$ cat config.mk
export PLATFORM = sky130hd
export DESIGN_NAME = loop_nest_agu
export DESIGN_NICKNAME = d
export VERILOG_FILES = /design/src/rtl/loop_nest_agu.sv
export SDC_FILE = /design/constraint.sdc
export NUM_CORES = 1
export LEC_CHECK = 0
export ABC_AREA = 0
export CORE_ASPECT_RATIO = 0.5
export CORE_MARGIN = 1
export CORE_UTILIZATION = 38
export CTS_CLUSTER_SIZE = 12
export DETAILED_ROUTE_END_ITERATION = 8
export GPL_TIMING_DRIVEN = 0
export HOLD_SLACK_MARGIN = 0.12
export PLACE_DENSITY = 0.7
export REMOVE_ABC_BUFFERS = 1
export SYNTH_ARGS = -nofsm -noshare
export SYNTH_HDL_FRONTEND = slang
export SYNTH_SLANG_ARGS = --single-unit
$ cat constraint.sdc
create_clock -name i_clk -period 8.55 [get_ports i_clk]
set_input_delay 1.71 -clock i_clk [delete_from_list [all_inputs] [get_ports i_clk]]
set_output_delay 1.71 -clock i_clk [all_outputs]
set_load 0.005 [all_outputs]
$ cat src/rtl/loop_nest_agu.sv
// Nested-loop index/address generator: odometer indices (level 0 innermost),
// per-level stride accumulators, and a valid/ready beat stream with done/abort.
module loop_nest_agu #(
  parameter int unsigned NDEPTH = 3,
  parameter int unsigned IDXDW  = 11,
  parameter int unsigned STRDW  = 12,
  parameter int unsigned ADDRDW = 16
) (
  input  logic                           i_clk,
  input  logic                           i_rst,
  input  logic                           i_start,
  input  logic                           i_abort,
  input  logic [NDEPTH-1:0][IDXDW-1:0]   i_loopSize,
  input  logic [NDEPTH-1:0][STRDW-1:0]   i_stride,
  input  logic [ADDRDW-1:0]              i_base,
  output logic                           o_valid,
  input  logic                           i_ready,
  output logic [NDEPTH-1:0][IDXDW-1:0]   o_loopIdx,
  output logic [ADDRDW-1:0]              o_addr,
  output logic [NDEPTH-1:0]              o_loopEnd,
  output logic                           o_last,
  output logic                           o_busy,
  output logic                           o_done
);

  typedef enum logic [1:0] {
    IDLE = 2'd0,
    RUN  = 2'd1,
    DONE = 2'd2
  } state_t;

  state_t state_q, state_d;

  logic [NDEPTH-1:0][IDXDW-1:0]  size_q, size_d;
  logic [NDEPTH-1:0][STRDW-1:0]  stride_q;
  logic [ADDRDW-1:0]             base_q, base_d;
  logic [NDEPTH-1:0][ADDRDW-1:0] acc_q, acc_d, acc_adv;
  logic [NDEPTH-1:0][IDXDW-1:0]  idx_d, idx_adv;
  logic [NDEPTH-1:0]             end_d;
  logic [ADDRDW-1:0]             addr_d;
  logic                          load, adv, any_zero, fire, carry;

  assign fire = o_valid && i_ready;

  // An empty nest (any zero trip count) skips straight to DONE.
  always_comb begin
    any_zero = 1'b0;
    for (int unsigned i = 0; i < NDEPTH; i++) begin
      if (i_loopSize[i] == '0) any_zero = 1'b1;
    end
  end

  always_ff @(posedge i_clk) begin
    if (i_rst) state_q <= IDLE;
    else       state_q <= state_d;
  end

  always_comb begin
    state_d = state_q;
    load    = 1'b0;
    adv     = 1'b0;
    case (state_q)
      IDLE: begin
        if (i_start) begin
          load    = 1'b1;
          state_d = any_zero ? DONE : RUN;
        end
      end
      RUN: begin
        if (i_abort) begin
          state_d = IDLE;
        end else if (fire) begin
          adv = 1'b1;
          if (o_last) state_d = DONE;
        end
      end
      DONE:    state_d = IDLE;
      default: state_d = IDLE;
    endcase
  end

  // Odometer step: a level moves only when every lower level wraps.
  always_comb begin
    carry   = 1'b1;
    idx_adv = o_loopIdx;
    acc_adv = acc_q;
    for (int unsigned i = 0; i < NDEPTH; i++) begin
      if (carry) begin
        if (o_loopEnd[i]) begin
          idx_adv[i] = '0;
          acc_adv[i] = '0;
        end else begin
          idx_adv[i] = o_loopIdx[i] + IDXDW'(1);
          acc_adv[i] = acc_q[i] + ADDRDW'(stride_q[i]);
        end
      end
      carry = carry && o_loopEnd[i];
    end
  end

  // Next-state datapath; loop-end flags and address are precomputed so outputs stay registered.
  always_comb begin
    size_d = load ? i_loopSize : size_q;
    base_d = load ? i_base : base_q;
    idx_d  = o_loopIdx;
    acc_d  = acc_q;
    if (load) begin
      idx_d = '0;
      acc_d = '0;
    end else if (adv) begin
      idx_d = idx_adv;
      acc_d = acc_adv;
    end
    addr_d = base_d;
    end_d  = '0;
    for (int unsigned i = 0; i < NDEPTH; i++) begin
      end_d[i] = (idx_d[i] == size_d[i] - IDXDW'(1));
      addr_d   = addr_d + acc_d[i];
    end
  end

  always_ff @(posedge i_clk) begin
    if (i_rst) begin
      size_q    <= '0;
      stride_q  <= '0;
      base_q    <= '0;
      acc_q     <= '0;
      o_loopIdx <= '0;
      o_loopEnd <= '0;
      o_last    <= 1'b0;
      o_addr    <= '0;
      o_valid   <= 1'b0;
      o_busy    <= 1'b0;
      o_done    <= 1'b0;
    end else begin
      size_q    <= size_d;
      if (load) stride_q <= i_stride;
      base_q    <= base_d;
      acc_q     <= acc_d;
      o_loopIdx <= idx_d;
      o_loopEnd <= end_d;
      o_last    <= &end_d;
      o_addr    <= addr_d;
      o_valid   <= (state_d == RUN);
      o_busy    <= (state_d != IDLE);
      o_done    <= (state_d == DONE);
    end
  end

endmodule

Yosys cells after proc, flatten, opt, wreduce, memory -nomap -nowiden
Index checks and enable logic that the tools add are counted.
- flip-flop bits (word level): 191
- input bits: 90
- output and inout port bits: 56
- $add $sub $neg: 12
- equal/unequal tests: 6
- mux-type cells: 30
- reduce and logical (&&, ||, !) cells: 8
- operators by type and width (kind ; count):
    two-way mux 33 bit ; 3
    two-way mux 16 bit ; 6
    two-way mux 48 bit ; 2
    two-way mux 11 bit ; 5
    adder 16 x 12 -> 16 bit ; 3
    adder 16 bit ; 3
    adder 11 x 1 -> 11 bit, second input constant ; 3
    == test 11 bit ; 3
    zero test 11 bit ; 3
    subtractor 11 x 1 -> 11 bit, second input constant ; 3
    two-way mux 2 bit ; 5
    two-way mux 1 bit ; 8
    == test 2 x 1 -> 1 bit, second input constant ; 2
    one-hot mux 2 bit (2 select lines) ; 1
    AND reduction 3 bit ; 1
    == test 2 bit, second input constant ; 1
    logical AND 1 bit ; 2
    zero test 2 bit ; 1
    nonzero test 2 bit ; 1

Logic depth before layout (Yosys ltp)
Gate-level depths: netlist (run 1).
- word-level depth: 9
- depth in mapped cells: 24
- mapped depth without buffers: 23

Worst setup path before layout (run 1)
OpenSTA, ideal clock, no wires.
- path type: input -> register
- start point: input i_start
- end point: register o_addr[15]
- library setup time: 0.128 ns
- arrival time: 6.592 ns
- data required time: 8.422 ns
- path slack: 1.831 ns
- stages on the path: 22
- buffers on the path: 5
- path through: nor3b_2 -> buf_4 -> buf_2 -> clkbuf_1 -> buf_1 -> clkbuf_1 -> nor2_1 -> fa_1 -> fa_1 -> ha_1 -> inv_1 -> fa_1 -> nor2b_1 -> o31a_1 -> o211ai_1 -> nand2_1 -> a211o_1 -> a21o_1 -> a21oi_1 -> o21ai_0 -> xnor3_1 -> nor2_1
- RTL lines (element ; line ; text):
    start, declared ; 11 ; input logic i_start,
    end signal, assigned ; 143 ; o_addr <= addr_d;
    end, declared ; 19 ; output logic [ADDRDW-1:0] o_addr,

==> metrics.txt, run 1 <==
GRT overflow=0; RSZ-0062 raised after global routing=false; Final Hold Viols=0; Hold Buf Count CTS=0; Peak VDD IR=131.6 uV; vias per cell=5.128; Cell Int Power=1.509 mW; Synth top cells by count=191 x dfxtp_1, 181 x nor2_1, 149 x nand2_1; CTS Buffer Depth=2; Post-Synthesis Cell Area=11,230 um2; cells after synthesis=1,322; clk slew on worst S/H paths=0.08 ns; critical path launch point type=input port; PortBufs=145; initial antenna violation count=1; initial DRC count=567; Clock Root Buffer=clkbuf_16; R2R Setup Slk=2.65 ns; Final Setup Violations=0; first-pass GRT wire length=43,330 um; worst slew pin tran=0.9061 ns; H-tree depth=4; mean post-synth cell area=8.492 um2; Layout area overhead=21.73%; Placer Congestion=0.9007; Starting Density=38.69%; most numerous cell in the Yosys netlist=dfxtp_1; max_cap viols=0; hpwl dp=20,960 um; clock tree sinks=191; synthesized flop and latch total=191; largest cells by area after synthesis=dfxtp_1 34%, ha_1 6.4%, nor2_1 6.1%; row count=44; slowest stage cell, crit path=or3b_4; multi-input logic area=6999 um2; antenna viol nets, final=0; fmax=140.2 MHz; Comb pwr share=16.1%; Cell Chain, Critical Path=clkdlybuf4s50_1 > or3b_4 > buf_12 > nand2_1 > o32ai_1 > fa_1 > fa_1 > ha_1 > inv_1 > fa_1 > nor2b_1 > o31a_1 > o211ai_1 > nand2_1 > a211o_1 > a21o_1 > a21oi_1 > o21ai_0 > xnor3_1 > nor2_1; WL final=27,510 um; buffer count from post-CTS setup fixing=0; outcome=complete, no violations; PD cells=152.8 nW/um2; Reg2Reg Depth=19; Netlist cell types=69; placed cells=1,810; Finished Core Util=47.10%; Critical Path Fanout Max=51; Hold Slack=0.4627 ns; sw frac=27.77%; Clock power frac=39.1%; P_sw=0.5800 mW; Crit Path Class=input port to flop; post-layout min period=7.131 ns; CTS Buf Count=17; Setup WS pre-CTS=0.5091 ns; Tot GR Track Use=18.06%; fin nets=1,619; Leakage=5.568 nW; Synth Flop Type=dfxtp_1; CP required=8.88 ns; critical path data arrival time=7.46 ns; vias in the first global route=8,665; Clock Latency Late Sink=0.44 ns; TritonRoute pass-1 iters=5; worst min path class=flop to flop; Core Area=29,010 um2; Final Max Slew Viols=0; Final period util=83.41%; Setup crit end kind=flop; TritonCTS clock tree=yes; share of layout cells above drive strength 1=4.270%; CP max stage delay=0.71 ns; Synth area leader=dfxtp_1; pin count of the biggest net entering global routing=94; Layout Cells excl Fill=1,844; cell mode on critical path=fa_1; FF+latch area=3824 um2; Vias=9,456; Filler cells=2,776; Slew headroom=39.53%; post-synthesis sequential area ratio=34.06%; Yosys warning count=0; Max Clock Skew=0.01091 ns; Die ar.=30,270 um2; Synth async-reset ratio=0%; Die H=123.5 um; final worst slack=1.419 ns; per-cell routed wire length=14.92 um; Remaining DRCs=0; Post-synth EDFFs=0; Die W=245.1 um; Gates resized, CTS repair=0; sequential power share=44.8%; Synth top area share=34.06%; I/O pins=146; hold path depth=2
kinds of logic after synthesis:
logic type / share of synthesized area [%]
simple gates: 22.07
compound gates: 13.32
flops: 34.06
xor+xnor: 9.708
buf+inv: 3.734
fa+ha+maj: 12.24
mux: 4.871
layout make-up:
type                    instances  share of cell area [%]
repair buffers                152                   11.62
clock inverters                13                   1.035
diodes                          1                 0.01831
multi-input cells            1032                   51.22
flip-flops and latches        191                   27.98
clock buffers                  19                   3.314
well taps                     391                   3.580
inverters                      45                   1.236
final timing paths:
kind | start | end
setup reg to reg | state_q[1]$_SDFF_PP0_ | o_addr[15]$_SDFF_PP0_
hold / removal | stride_q[8]$_SDFFE_PP0P_ | stride_q[8]$_SDFFE_PP0P_
setup / recovery | i_start | o_addr[15]$_SDFF_PP0_
hold reg to reg | stride_q[8]$_SDFFE_PP0P_ | stride_q[8]$_SDFFE_PP0P_
placed cells by master (no fill, tap or decap), types with 5 or more instances in the layout:
cell type	synthesis	final
dfxtp_1	191	191
nor2_1	181	179
nand2_1	149	149
clkdlybuf4s50_1	0	144
a21oi_1	91	91
xnor2_1	74	74
ha_1	57	57
nor3_1	56	55
xor2_1	46	46
inv_1	45	45
mux2i_1	44	44
fa_1	33	33
nand3_1	29	29
o21ai_0	28	28
nor2b_1	23	23
and3_1	19	19
a22oi_1	19	19
nand4_1	17	17
clkbuf_16	0	17
a21o_1	13	13
and2_1	13	13
nand2b_1	12	12
a22o_1	11	11
a31oi_1	10	10
nor4_1	9	9
o21a_1	8	8
o2111ai_1	7	7
inv_6	0	7
or2_2	6	6
a211o_1	6	6
o211ai_1	5	5
flip-flops by register name, indices dropped and copies added, names as in the netlist:
name	cells
acc_q	48
o_last	1
o_done	1
o_busy	1
o_loopIdx	33
stride_q	36
o_addr	16
o_valid	1
o_loopEnd	3
base_q	16
state_q	2
size_q	33
worst max-delay path, delay by kind of cell:
family                     cells  cell delay, ns
AOI/OAI and AO/OA              7            1.72
and+or+nand+nor                5            1.39
adders and majority gates      4            1.38
xor gates and xnor gates       1            0.39
buffers and inverters          3            0.82
routing by layer:
| layer | track usage (%) | part of all wire, % | vias to the layer above |
|---|---|---|---|
| met1 | 23.21 | 47 | 4470 |
| met3 | 3.256 | 3.2 | 36 |
| li1 | - | - | 4816 |
| met4 | 6.680 | 2.6 | 0 |
| met5 | 0 | 0 | - |
| met2 | 30.44 | 47 | 134 |
through the flow:
| step | total power, mW | cell area, um2 | setup TNS (ns) |
|---|---|---|---|
| after floorplan | 1.165 | 10980 | -6.116 |
| after global placement | 1.286 | 12920 | -165.47 |
| after detailed placement | 1.293 | 13040 | 0 |
| after CTS | 2.109 | 13640 | 0 |
| after global routing | 2.184 | 13670 | 0 |
| final | 2.089 | 13670 | 0 |
power groups by stage:
stage | registers [mW] | logic, mW | clock network [mW]
final | 0.937 | 0.336 | 0.816
after CTS | 0.937 | 0.337 | 0.835
after floorplan | 0.953 | 0.212 | 0
after global routing | 0.940 | 0.372 | 0.872
after global placement | 0.957 | 0.329 | 0
after detailed placement | 0.958 | 0.335 | 0
Note: power is estimated with default switching activity, not from simulation.
==> run 2: changes to the inputs <==
==> constraint.sdc (replaced) <==
create_clock -name i_clk -period 7.21 [get_ports i_clk]
set_input_delay 1.442 -clock i_clk [delete_from_list [all_inputs] [get_ports i_clk]]
set_output_delay 1.442 -clock i_clk [all_outputs]
set_load 0.005 [all_outputs]
==> run 2 against run 1 <==
  * Clock skew increased by 0.00066 ns
  * Power is 19% higher
  * Global-route usage rose by 0.36 points
  * Non-clock buffer count shrank 1
  * Setup slack lost 1.0 ns
  * Critical path depth is the same
==> metrics.txt, run 2 (synthesis gave the netlist of run 1 again) <==
Die W=245.1 um (unchanged); critical path data arrival time=7.13 ns (-0.33 ns); most frequent cells in the layout=191 x dfxtp_1, 179 x nor2_1, 149 x nand2_1; design area=13,660 um2 (about the same); final worst slack=0.4132 ns (-1.005 ns); Hold Buf Count CTS=0 (unchanged); Layout area overhead=21.71% (about the same); pin count of the biggest net entering global routing=87 (-7.4%); WL final=28,300 um (+2.9%); per-cell routed wire length=15.34 um (+2.8%); Leakage=5.566 nW (about the same); Peak VDD IR=156.8 uV (+19%); R2R Setup Slk=1.28 ns (-1.37 ns); I/O pins=146 (unchanged); Die H=123.5 um (unchanged); largest registers=acc_q x48, stride_q x36; first-pass GRT wire length=43,970 um (+1.5%); fin nets=1,620 (+0.062%); PortBufs=145 (unchanged); CP required=7.54 ns (-1.34 ns); worst slew pin tran=1.163 ns (+0.2565 ns); RSZ-0062 raised after global routing=false; vias in the first global route=8,676 (+0.13%); Crit Path Class=input port to flop; antenna viol nets, final=0 (unchanged); GRT overflow=0 (unchanged); critical path endpoint=o_addr[15]$_SDFF_PP0_; Setup crit end kind=flop; Worst Setup SP=i_ready; Placed Area=13,040 um2 (unchanged); vias per cell=5.191 (+1.2%); max reg flops=48 (unchanged); TritonRoute pass-1 iters=5 (unchanged); Final Hold Viols=0 (unchanged); Vias=9,578 (+1.3%); fmax=147.1 MHz; Die ar.=30,270 um2 (unchanged); H-tree depth=4 (unchanged); setup TNS=0 ns (unchanged); CTS Buffer Depth=2 (unchanged); Final period util=94.27%; Clock Latency Late Sink=0.45 ns (about the same); clk slew on worst S/H paths=0.08 ns (about the same); Pwr Total=2.480 mW (+19%); Clock Root Buffer=clkbuf_16; worst min path class=flop to flop; CTS Buf Count=17 (unchanged); Critical Path Fanout Max=21 (-59%); PD cells=181.5 nW/um2 (+19%); row count=44 (unchanged); Core Area=29,010 um2 (unchanged); Slew headroom=22.50% (-17 points); buffer count from post-CTS setup fixing=0 (unchanged); reg-to-reg startpoint=state_q[0]$_SDFF_PP0_; Max Clock Skew=0.01158 ns (+0.0006625 ns); Final Max Slew Viols=0 (unchanged); initial DRC count=591 (+4.2%); Setup WS pre-CTS=-0.5629 ns (-1.072 ns); Tot GR Track Use=18.42% (+0.36 points); Reg2Reg Depth=19 (unchanged); hpwl dp=20,960 um (unchanged); most common cell after layout, fill and taps aside=dfxtp_1; outcome=complete, no violations; Final Setup Violations=0 (unchanged); share of layout cells above drive strength 1=4.336% (+0.066 points); post-layout min period=6.797 ns; Remaining DRCs=0 (unchanged); Top reg by flops=acc_q; Placer Congestion=0.9007 (unchanged); critical path launch point type=input port; initial antenna violation count=3 (+2); clock tree sinks=191 (unchanged); TritonCTS clock tree=yes; worst flop-to-flop path endpoint=o_addr[15]$_SDFF_PP0_; Starting Density=38.69% (unchanged); max_cap viols=0 (unchanged)
-- run 2: cell types whose count changed in the layout (fill, tap and decap cells not counted) --
cell,delta
buf_12,-1
or3b_2,+2
-- run 2: worst max-delay path: stages --
cell	delay, ns
clkdlybuf4s50_1	0.53
and3b_1	0.29
nand2_1	0.48
nor2_1	0.70
a22o_1	0.22
nand2_1	0.10
fa_1	0.52
fa_1	0.51
inv_1	0.04
ha_1	0.31
nor2b_1	0.16
o31a_1	0.28
o211ai_1	0.17
nand2_1	0.10
a211o_1	0.30
a21o_1	0.18
a21oi_1	0.21
o21ai_0	0.13
xnor3_1	0.39
nor2_1	0.04
-- run 2: power by group --
| part | switching [mW] | internal (mW) | total, mW |
|---|---|---|---|
| Clock | 0.457 | 0.511 | 0.968 |
| Sequential | 0.0207 | 1.09 | 1.11 |
| Combinational | 0.214 | 0.186 | 0.401 |
| Total | 0.692 | 1.79 | 2.48 |
-- run 2: worst min-delay path by stage --
stage / start / depth (start not counted) / end
after global routing: stride_q[7]$_SDFFE_PP0P_ / 2 / stride_q[7]$_SDFFE_PP0P_
after CTS: stride_q[31]$_SDFFE_PP0P_ / 2 / stride_q[31]$_SDFFE_PP0P_
after floorplan: stride_q[0]$_SDFFE_PP0P_ / 2 / stride_q[0]$_SDFFE_PP0P_
after detailed placement: stride_q[31]$_SDFFE_PP0P_ / 2 / stride_q[31]$_SDFFE_PP0P_
after global placement: stride_q[0]$_SDFFE_PP0P_ / 2 / stride_q[0]$_SDFFE_PP0P_
final: stride_q[5]$_SDFFE_PP0P_ / 2 / stride_q[5]$_SDFFE_PP0P_
-- run 2: area by class of cell --
class                   instances  area (um2)
flip-flops and latches        191        3824
well taps                     391       489.2
multi-input cells            1034        7017
repair buffers                151        1568
fillers                      2775       15350
inverters                      45       168.9
clock buffers                  19       452.9
clock inverters                13       141.4
diodes                          1       2.502
-- run 2: metal layers --
metal / wire length [um] / vias to the layer above / global-route usage [%]
met5: 0 / - / 0
met4: 582 / 0 / 6.406
met3: 1199 / 31 / 3.256
met2: 13510 / 172 / 31.11
met1: 13010 / 4554 / 23.80
li1: - / 4821 / -
-- run 2: what timing repair did --
item / 4_1_cts / 5_1_grt
pin swaps: 0 / 0
gates cloned: 1 / 1
gates resized for setup: 0 / 0
endpoints found under the setup margin: 1 / 1
-- run 2: per-stage QoR --
stage / hold WS [ns] / utilization, % / instances
2_1_floorplan: 0.4346 / - / 1268
3_3_place_gp: 0.4505 / 44.52 / 1804
3_5_place_dp: 0.4542 / 44.95 / 1810
4_1_cts: 0.4650 / 47.03 / 1843
5_1_grt: 0.4850 / 47.09 / 1845
6_report: 0.4635 / 47.09 / 1845
==> run 3: changes to the inputs <==
==> constraint.sdc (replaced) <==
create_clock -name i_clk -period 8.4 [get_ports i_clk]
set_input_delay 1.68 -clock i_clk [delete_from_list [all_inputs] [get_ports i_clk]]
set_output_delay 1.68 -clock i_clk [all_outputs]
set_load 0.005 [all_outputs]
==> results of run 3 <==
Same layout as run 1 (identical final DEF). Status: complete, no violations.
Main changes from that run: setup slack after placement 0.5091 ns -> 0.3891 ns; setup slack after layout 1.419 ns -> 1.299 ns; register-to-register setup slack 2.65 ns -> 2.50 ns; total power 2.089 mW -> 2.126 mW; worst IR drop on VDD 131.6 uV -> 133.9 uV
